[src/rtl/regfile_fwd.sv]
// 32x32 general-purpose register file with WB write-through and, when REGFILE_FWD_EN
// is defined, EX/MEM result forwarding onto both combinational read ports.
module regfile_fwd #(
  parameter int DATA_W   = 32,
  parameter int ADDR_W   = 5,
  parameter int NUM_REGS = 32
) (
  input  logic              clk,
  input  logic              rst,
  input  logic              wb_write_en,
  input  logic [ADDR_W-1:0] wb_write_addr,
  input  logic [DATA_W-1:0] wb_write_data,
  input  logic              ex_write_en,
  input  logic [ADDR_W-1:0] ex_write_addr,
  input  logic [DATA_W-1:0] ex_write_data,
  input  logic              mem_write_en,
  input  logic [ADDR_W-1:0] mem_write_addr,
  input  logic [DATA_W-1:0] mem_write_data,
  input  logic              read_en_1,
  input  logic [ADDR_W-1:0] read_addr_1,
  output logic [DATA_W-1:0] read_data_1,
  input  logic              read_en_2,
  input  logic [ADDR_W-1:0] read_addr_2,
  output logic [DATA_W-1:0] read_data_2,
  output logic [15:0]       write_count
);

  logic [DATA_W-1:0] regs_q [NUM_REGS];
  logic [DATA_W-1:0] regs_d [NUM_REGS];
  logic [15:0]       write_count_q;
  logic [15:0]       write_count_d;
  logic              wb_commit;

  logic              rd_en   [2];
  logic [ADDR_W-1:0] rd_addr [2];
  logic [DATA_W-1:0] rd_data [2];

  always_comb begin
    wb_commit     = wb_write_en && (wb_write_addr != '0);
    regs_d        = regs_q;
    write_count_d = write_count_q;
    if (wb_commit) begin
      regs_d[wb_write_addr] = wb_write_data;
      if (write_count_q != 16'hFFFF) write_count_d = write_count_q + 16'd1;
    end
  end

  always_ff @(posedge clk) begin
    if (rst) begin
      for (int i = 0; i < NUM_REGS; i++) regs_q[i] <= '0;
      write_count_q <= '0;
    end else begin
      regs_q        <= regs_d;
      write_count_q <= write_count_d;
    end
  end

  assign rd_en[0]   = read_en_1;
  assign rd_en[1]   = read_en_2;
  assign rd_addr[0] = read_addr_1;
  assign rd_addr[1] = read_addr_2;

  // Later assignments override earlier ones, so the checks run from lowest to highest priority.
  always_comb begin
    for (int p = 0; p < 2; p++) begin
      rd_data[p] = regs_q[rd_addr[p]];
      if (wb_write_en && (wb_write_addr == rd_addr[p])) rd_data[p] = wb_write_data;
`ifdef REGFILE_FWD_EN
      if (mem_write_en && (mem_write_addr == rd_addr[p])) rd_data[p] = mem_write_data;
      if (ex_write_en && (ex_write_addr == rd_addr[p])) rd_data[p] = ex_write_data;
`endif
      if (rst || !rd_en[p] || (rd_addr[p] == '0)) rd_data[p] = '0;
    end
  end

`ifndef REGFILE_FWD_EN
  // Forward sources are deliberately ignored in this build; the core stalls on hazards.
  logic unused_fwd;
  assign unused_fwd = ^{ex_write_en, ex_write_addr, ex_write_data,
                        mem_write_en, mem_write_addr, mem_write_data};
`endif

  assign read_data_1 = rd_data[0];
  assign read_data_2 = rd_data[1];
  assign write_count = write_count_q;

endmodule

[config.mk]
export PLATFORM = sky130hd
export DESIGN_NAME = regfile_fwd
export DESIGN_NICKNAME = d
export VERILOG_FILES = /design/src/rtl/regfile_fwd.sv
export SDC_FILE = /design/constraint.sdc
export NUM_CORES = 2
export LEC_CHECK = 0
export BUFFER_PORTS_ARGS = -buffer_cell sky130_fd_sc_hd__buf_4
export CORE_MARGIN = 2
export CORE_UTILIZATION = 45
export CTS_BUF_LIST = sky130_fd_sc_hd__clkbuf_4 sky130_fd_sc_hd__clkbuf_8
export CTS_CLUSTER_DIAMETER = 120
export DETAILED_ROUTE_END_ITERATION = 8
export PLACE_DENSITY = 0.66
export SLEW_MARGIN = 20
export SYNTH_ARGS = -nofsm -noshare
export SYNTH_HDL_FRONTEND = slang
export SYNTH_SLANG_ARGS = --single-unit
[constraint.sdc]
create_clock -name clk -period 2 [get_ports clk]
set_clock_uncertainty 0.1 [all_clocks]
set_input_delay 0.2 -clock clk [delete_from_list [all_inputs] [get_ports clk]]
set_output_delay 0.2 -clock clk [all_outputs]
set_load 0.1 [all_outputs]
* Word-level counts from Yosys, hierarchy flattened
Cells that the tools add are included.
Storage, ports and cells: flip-flop bits (word level) 1040, bits in latches 0, memory bits (writable) 0, memory bits (read-only) 0, bits of input ports 128, output and inout bits 80, logic and storage cells 71, memories kept 0
Cells by class: add/subtract/negate cells 1, multiply operators 0, div/mod/pow operators 0, order comparisons 4, eq/ne operators 3, shift operators 0, mux-type cells 13, bitwise gates (word level) 3, reduce and logical (&&, ||, !) cells 14
Operators by type and width (number):
- $bwmux W1024 | 1
- $bmux W32 S5 | 2
- $mux W32 | 9
- $demux W32 S5 | 1
- $ge A6 B6 Y1 const B | 3
- $not A5 Y6 | 3
- $add A16 B1 Y16 const B | 1
- $ne A16 B16 Y1 const B | 1
- $eq A5 B5 Y1 | 2
- $logic_not A5 Y1 | 2
- $lt A6 B1 Y1 const B | 1
- $reduce_bool A5 Y1 | 1
- $logic_and A1 B1 Y1 | 4
- $logic_or A1 B1 Y1 | 4
- $logic_not A1 Y1 | 2
- $reduce_and A2 Y1 | 1

* Logic depth before layout (Yosys ltp)
word-level depth 6, depth in mapped cells 10

* Least setup slack after synthesis
Ideal clock, no wire load.
path kind input to output, from in read_addr_1[0], to out read_data_1[10], arrival 2.354 ns, data required time 1.700 ns, path slack -0.654 ns, stages on the path 8, cells stage by stage buf_2 buf_6 buf_4 nor4_1 a2111o_1 clkbuf_1 nor3_1 a22o_1
On the way: word-level cells in the longest chain between the ends 6, elaborated cells on any way between the ends 10, those cells by class eq/ne (1); mux (5); bitwise (1); reduce/logical (3)
Ends and longest elaborated chain:
- start: declaration | RTL line 20 | input logic [ADDR_W-1:0] read_addr_1,
- $not A5 Y6 (implied by the code) | RTL line 66 | rd_data[p] = regs_q[rd_addr[p]];
- $bmux W32 S5 | RTL line 66
- $mux W32 (implied by the code) (2 in series) | RTL line 66
- $mux W32 | RTL line 67 | if (wb_write_en && (wb_write_addr == rd_addr[p])) rd_data[p] = wb_write_data;
- $mux W32 * | RTL line 72 | if (rst || !rd_en[p] || (rd_addr[p] == '0)) rd_data[p] = '0;
- end: declaration | RTL line 21 | output logic [DATA_W-1:0] read_data_1,
Every way passes the cells marked *; elsewhere a longest branch is shown, timed or not. The select of a mux whose other input is x is not followed.

* Worst setup path in the final report
from reg regs_q[273] in the netlist's numbering, to out read_data_2[17]
On the way: word-level cells in the longest chain between the ends 5
Ends and longest elaborated chain:
- start: declaration | RTL line 28 | logic [DATA_W-1:0] regs_q [NUM_REGS];
- start signal: assignment | RTL line 53 | regs_q <= regs_d;
- $bmux W32 S5 | RTL line 66
- $mux W32 (implied by the code) (2 in series) | RTL line 66
- $mux W32 | RTL line 67
- $mux W32 | RTL line 72
- end: declaration | RTL line 24 | output logic [DATA_W-1:0] read_data_2,
No other way between the ends. The select of a mux whose other input is x is not followed.

==> summary.md <==
| Metric | Value |
|---|---|
| Worst Hold Slack | approximately 42 ps |
| Least-Margin Pin Slew | between 1000 and 1500 ps |
| RSZ-0062 raised after global routing | true |
| H-tree lvl count | 4 |
| Worst min path class | primary input to flop |
| Fraction of registers with async set/reset | 0% |
| Post-Synth XOR/XNOR Area | 0.362% |
| Post-route DRC violation count | 0 |
| TritonCTS clock tree | built |
| Pwr Density | 696 mW/mm2 |
| Ys Warns | 0 |
| Final ANT Viol Nets | 0 |
| DP Wirelength | 138000 um |
| WP data required | 1700 ps |
| Final setup violation count | 64 |
| Synth Instances | between 6k and 7k |
| Vias in the first global route | 51.7k |
| Area Overhead vs Synth | 32.0% |
| Nets | 7045 |
| Core area | 0.118 mm2 |
| Layout cell share with drive strength beyond 1 | 30.4% |
| Synth top area share | 39.1% |
| Initial Util | 45.2% |
| DP Area | 0.0635 mm2 |
| Max-slew violations | 0 |
| Final Cell Area | 0.0703 mm2 |
| Critical path class | flop to output port |
| Peak VDD IR | 0.000526 V |
| First-pass GRT wire length | ~320000 um |
| Clk slew on worst S/H paths | 60 ps |
| Ports | roughly 210 |
| Total CTS buffers | about 180 |
| Min setup slack post-route | -1180 ps |
| Antenna violations before repair | 6 |
| Post-synth top area cell | dfxtp_1 |
| Most common cell in the netlist | nand2_1 |
| Fmax | 315 MHz |
| Status | complete, but fails checks |
| Final hold viol count | 0 |
| Tcrit/Tclk final | 159% |
| Port Buffer Count | 131 |
| Die Y | 348 um |
| Largest net degree at the start of global routing | 223 |
| Post-layout min period | 3180 ps |
| Synth cell types | 47 |
| Synth Area in Adders | 0.0235% |
| Critical path endpoint category | output port |
| Full die area | roughly 0.12 mm2 |
| Critical-path maximum fanout | 3 |
| Max-slew headroom | 26.8% |
| Syn Nets | 6441 |
| Post-Synth Simple-Gate Area | 17.4% |
| P_leak | 25.8 nW |
| Synth top area cells | dfxtp_1 (39%), nand2_1 (14%), mux4_2 (14%) |
| Total routed wirelength | between 200000 and 250000 um |
| Die Width | 348 um |
| Routed wire per std cell | between 20 and 25 um |
| GR Overflow Total | 0 |
| Post-synth EDFFs | 0 |
| Gpl congestion | 0.964 |
| Clock root cell | clkbuf_8 |
| Via count | 53.1k |
| Max-cap check violation count | 0 |
| WP data arrival | around 2900 ps |
| CTS Buffer Depth | 3 |
| GRT Total Usage | between 30% and 40% |
| Commonest cells post-synth | nand2_1 (2027), a21oi_1 (1060), dfxtp_1 (1040) |
| Startpoint Class | flop |
| Pre-Repair DR Iteration Count | 8 |
| Primary FF master, synth | dfxtp_1 |
| Std cell rows | about 130 |
| 1st-iter DRT viols | between 6k and 7k |
| Seq cells post-synth | approximately 1.0k |
| Failing checks | negative setup slack |
| Via-to-Cell Ratio | 6.17 |
| Post-Syn Area per Cell | 8.44 um2 |
| Multiplexer area fraction after synthesis | 22.0% |
| Area of the mapped netlist | 0.0533 mm2 |
| Largest family of logic cells by synthesized area | multiplexers |
| # clock sinks | approximately 1.0k |
| Worst skew pair latency | 910 ps |
| Seq/Total Area, Yosys | about two fifths |
| Complex-gate fraction of the synthesized area | 15.9% |
-- worst max-delay path: stages (launching register included) --
cell and delay, ps:
dfxtp_2 330, mux4_2 470, mux2_4 270, a221oi_2 240, buf_4 190, nor4_2 60
a21o_4 230, buf_12 160
-- cell families (layout without fill, tap and decap cells) --
| logic type | count (synthesis) | count (layout) |
|---|---|---|
| multiplexers | 768 | 768 |
| flip-flops | 1040 | 1040 |
| AO/OA/AOI/OAI | 1484 | 1484 |
| buffers and inverters | 680 | 1424 |
| XOR/XNOR | 22 | 22 |
| AND/OR/NAND/NOR | 2317 | 2317 |
| other | 0 | 6 |
| adder cells (fa/ha/maj) | 1 | 1 |
-- routing by layer --
| layer | part of all wire [%] | global-route usage, % |
|---|---|---|
| met5 | 0.10 | 0 |
| met4 | 5.2 | 17.7 |
| met3 | 12 | 10.3 |
| met2 | 45 | 52.3 |
| met1 | 38 | 43.1 |
-- path summary, 6_finish.rpt --
kind | startpoint | to | slack [ps] | cells after the start
worst max-delay path | regs_q[273]$_SDFFE_PP0P_ | read_data_2[17] | -1180 | 7
worst min-delay path | wb_write_data[31] | regs_q[415]$_SDFFE_PP0P_ | 40 | 4
worst max register to register | write_count[0]$_SDFFE_PP0P_ | write_count[13]$_SDFFE_PP0P_ | 120 | 6
worst min register to register | regs_q[43]$_SDFFE_PP0P_ | regs_q[43]$_SDFFE_PP0P_ | 360 | 2
-- layout make-up --
class,count,area [um2]
Tap cell,1536,1920
Antenna cell,6,15.0
Sequential cell,1040,21000
Clock inverter,31,375
Clock buffer,287,3590
Timing Repair Buffer,1100,11100
Multi-Input combinational cell,4592,32300
Inverter,6,22.5
Fill cell,9638,47400
-- repair_timing --
| item | CTS | global route |
|---|---|---|
| setup endpoints to repair | 64 | 208 |
| resized for setup | 453 | 97 |
| gates cloned | 0 | 1 |
| setup buffers | 8 | 3 |
| hold buffers | 36 | 0 |
| pin swaps | 74 | 63 |
| hold endpoints to repair | 1005 | 0 |
-- state kept, by name (all words and copies together) (netlist names) --
name         flops
write_count     16
regs_q        1024
-- cells in the final DEF, fill, tap and decap left out, drive strengths merged, types with 27 or more instances in the layout --
| cell | instances |
|---|---|
| mux2i | 410 |
| clkbuf | 288 |
| a31oi | 27 |
| a221oi | 76 |
| nand2 | 2027 |
| a21o | 38 |
| nor4 | 41 |
| dfxtp | 1040 |
| nand2b | 66 |
| a21oi | 1060 |
| nor2 | 53 |
| nor2b | 44 |
| mux4 | 320 |
| dlygate4sd3 | 36 |
| mux2 | 38 |
| o22ai | 58 |
| o21ai | 29 |
| nor3 | 36 |
| a22oi | 154 |
| buf | 1063 |
-- report_power, final --
group | leakage [nW] | switching (mW) | total [mW] | internal [mW]
sequential | 8.44 | 0.106 | 21.0 | 20.9
clock | 2.11 | 9.28 | 21.5 | 12.3
combinational | 15.3 | 4.08 | 6.45 | 2.37
-- through the flow --
step	power (mW)	std cells	utilization [%]	setup slack (ps)	TNS, ps
4_1_cts	48.7	8589	59.3	-1190	-68310
5_1_grt	50.1	8596	59.7	-1250	-70500
2_1_floorplan	24.8	6312	-	-237	-12220
3_3_place_gp	27.0	8236	53.9	-1060	-69140
6_report	49.0	8598	59.7	-1180	-66890
3_5_place_dp	27.1	8236	53.9	-1060	-75100
No activity file was read; power rests on OpenSTA's default activity.
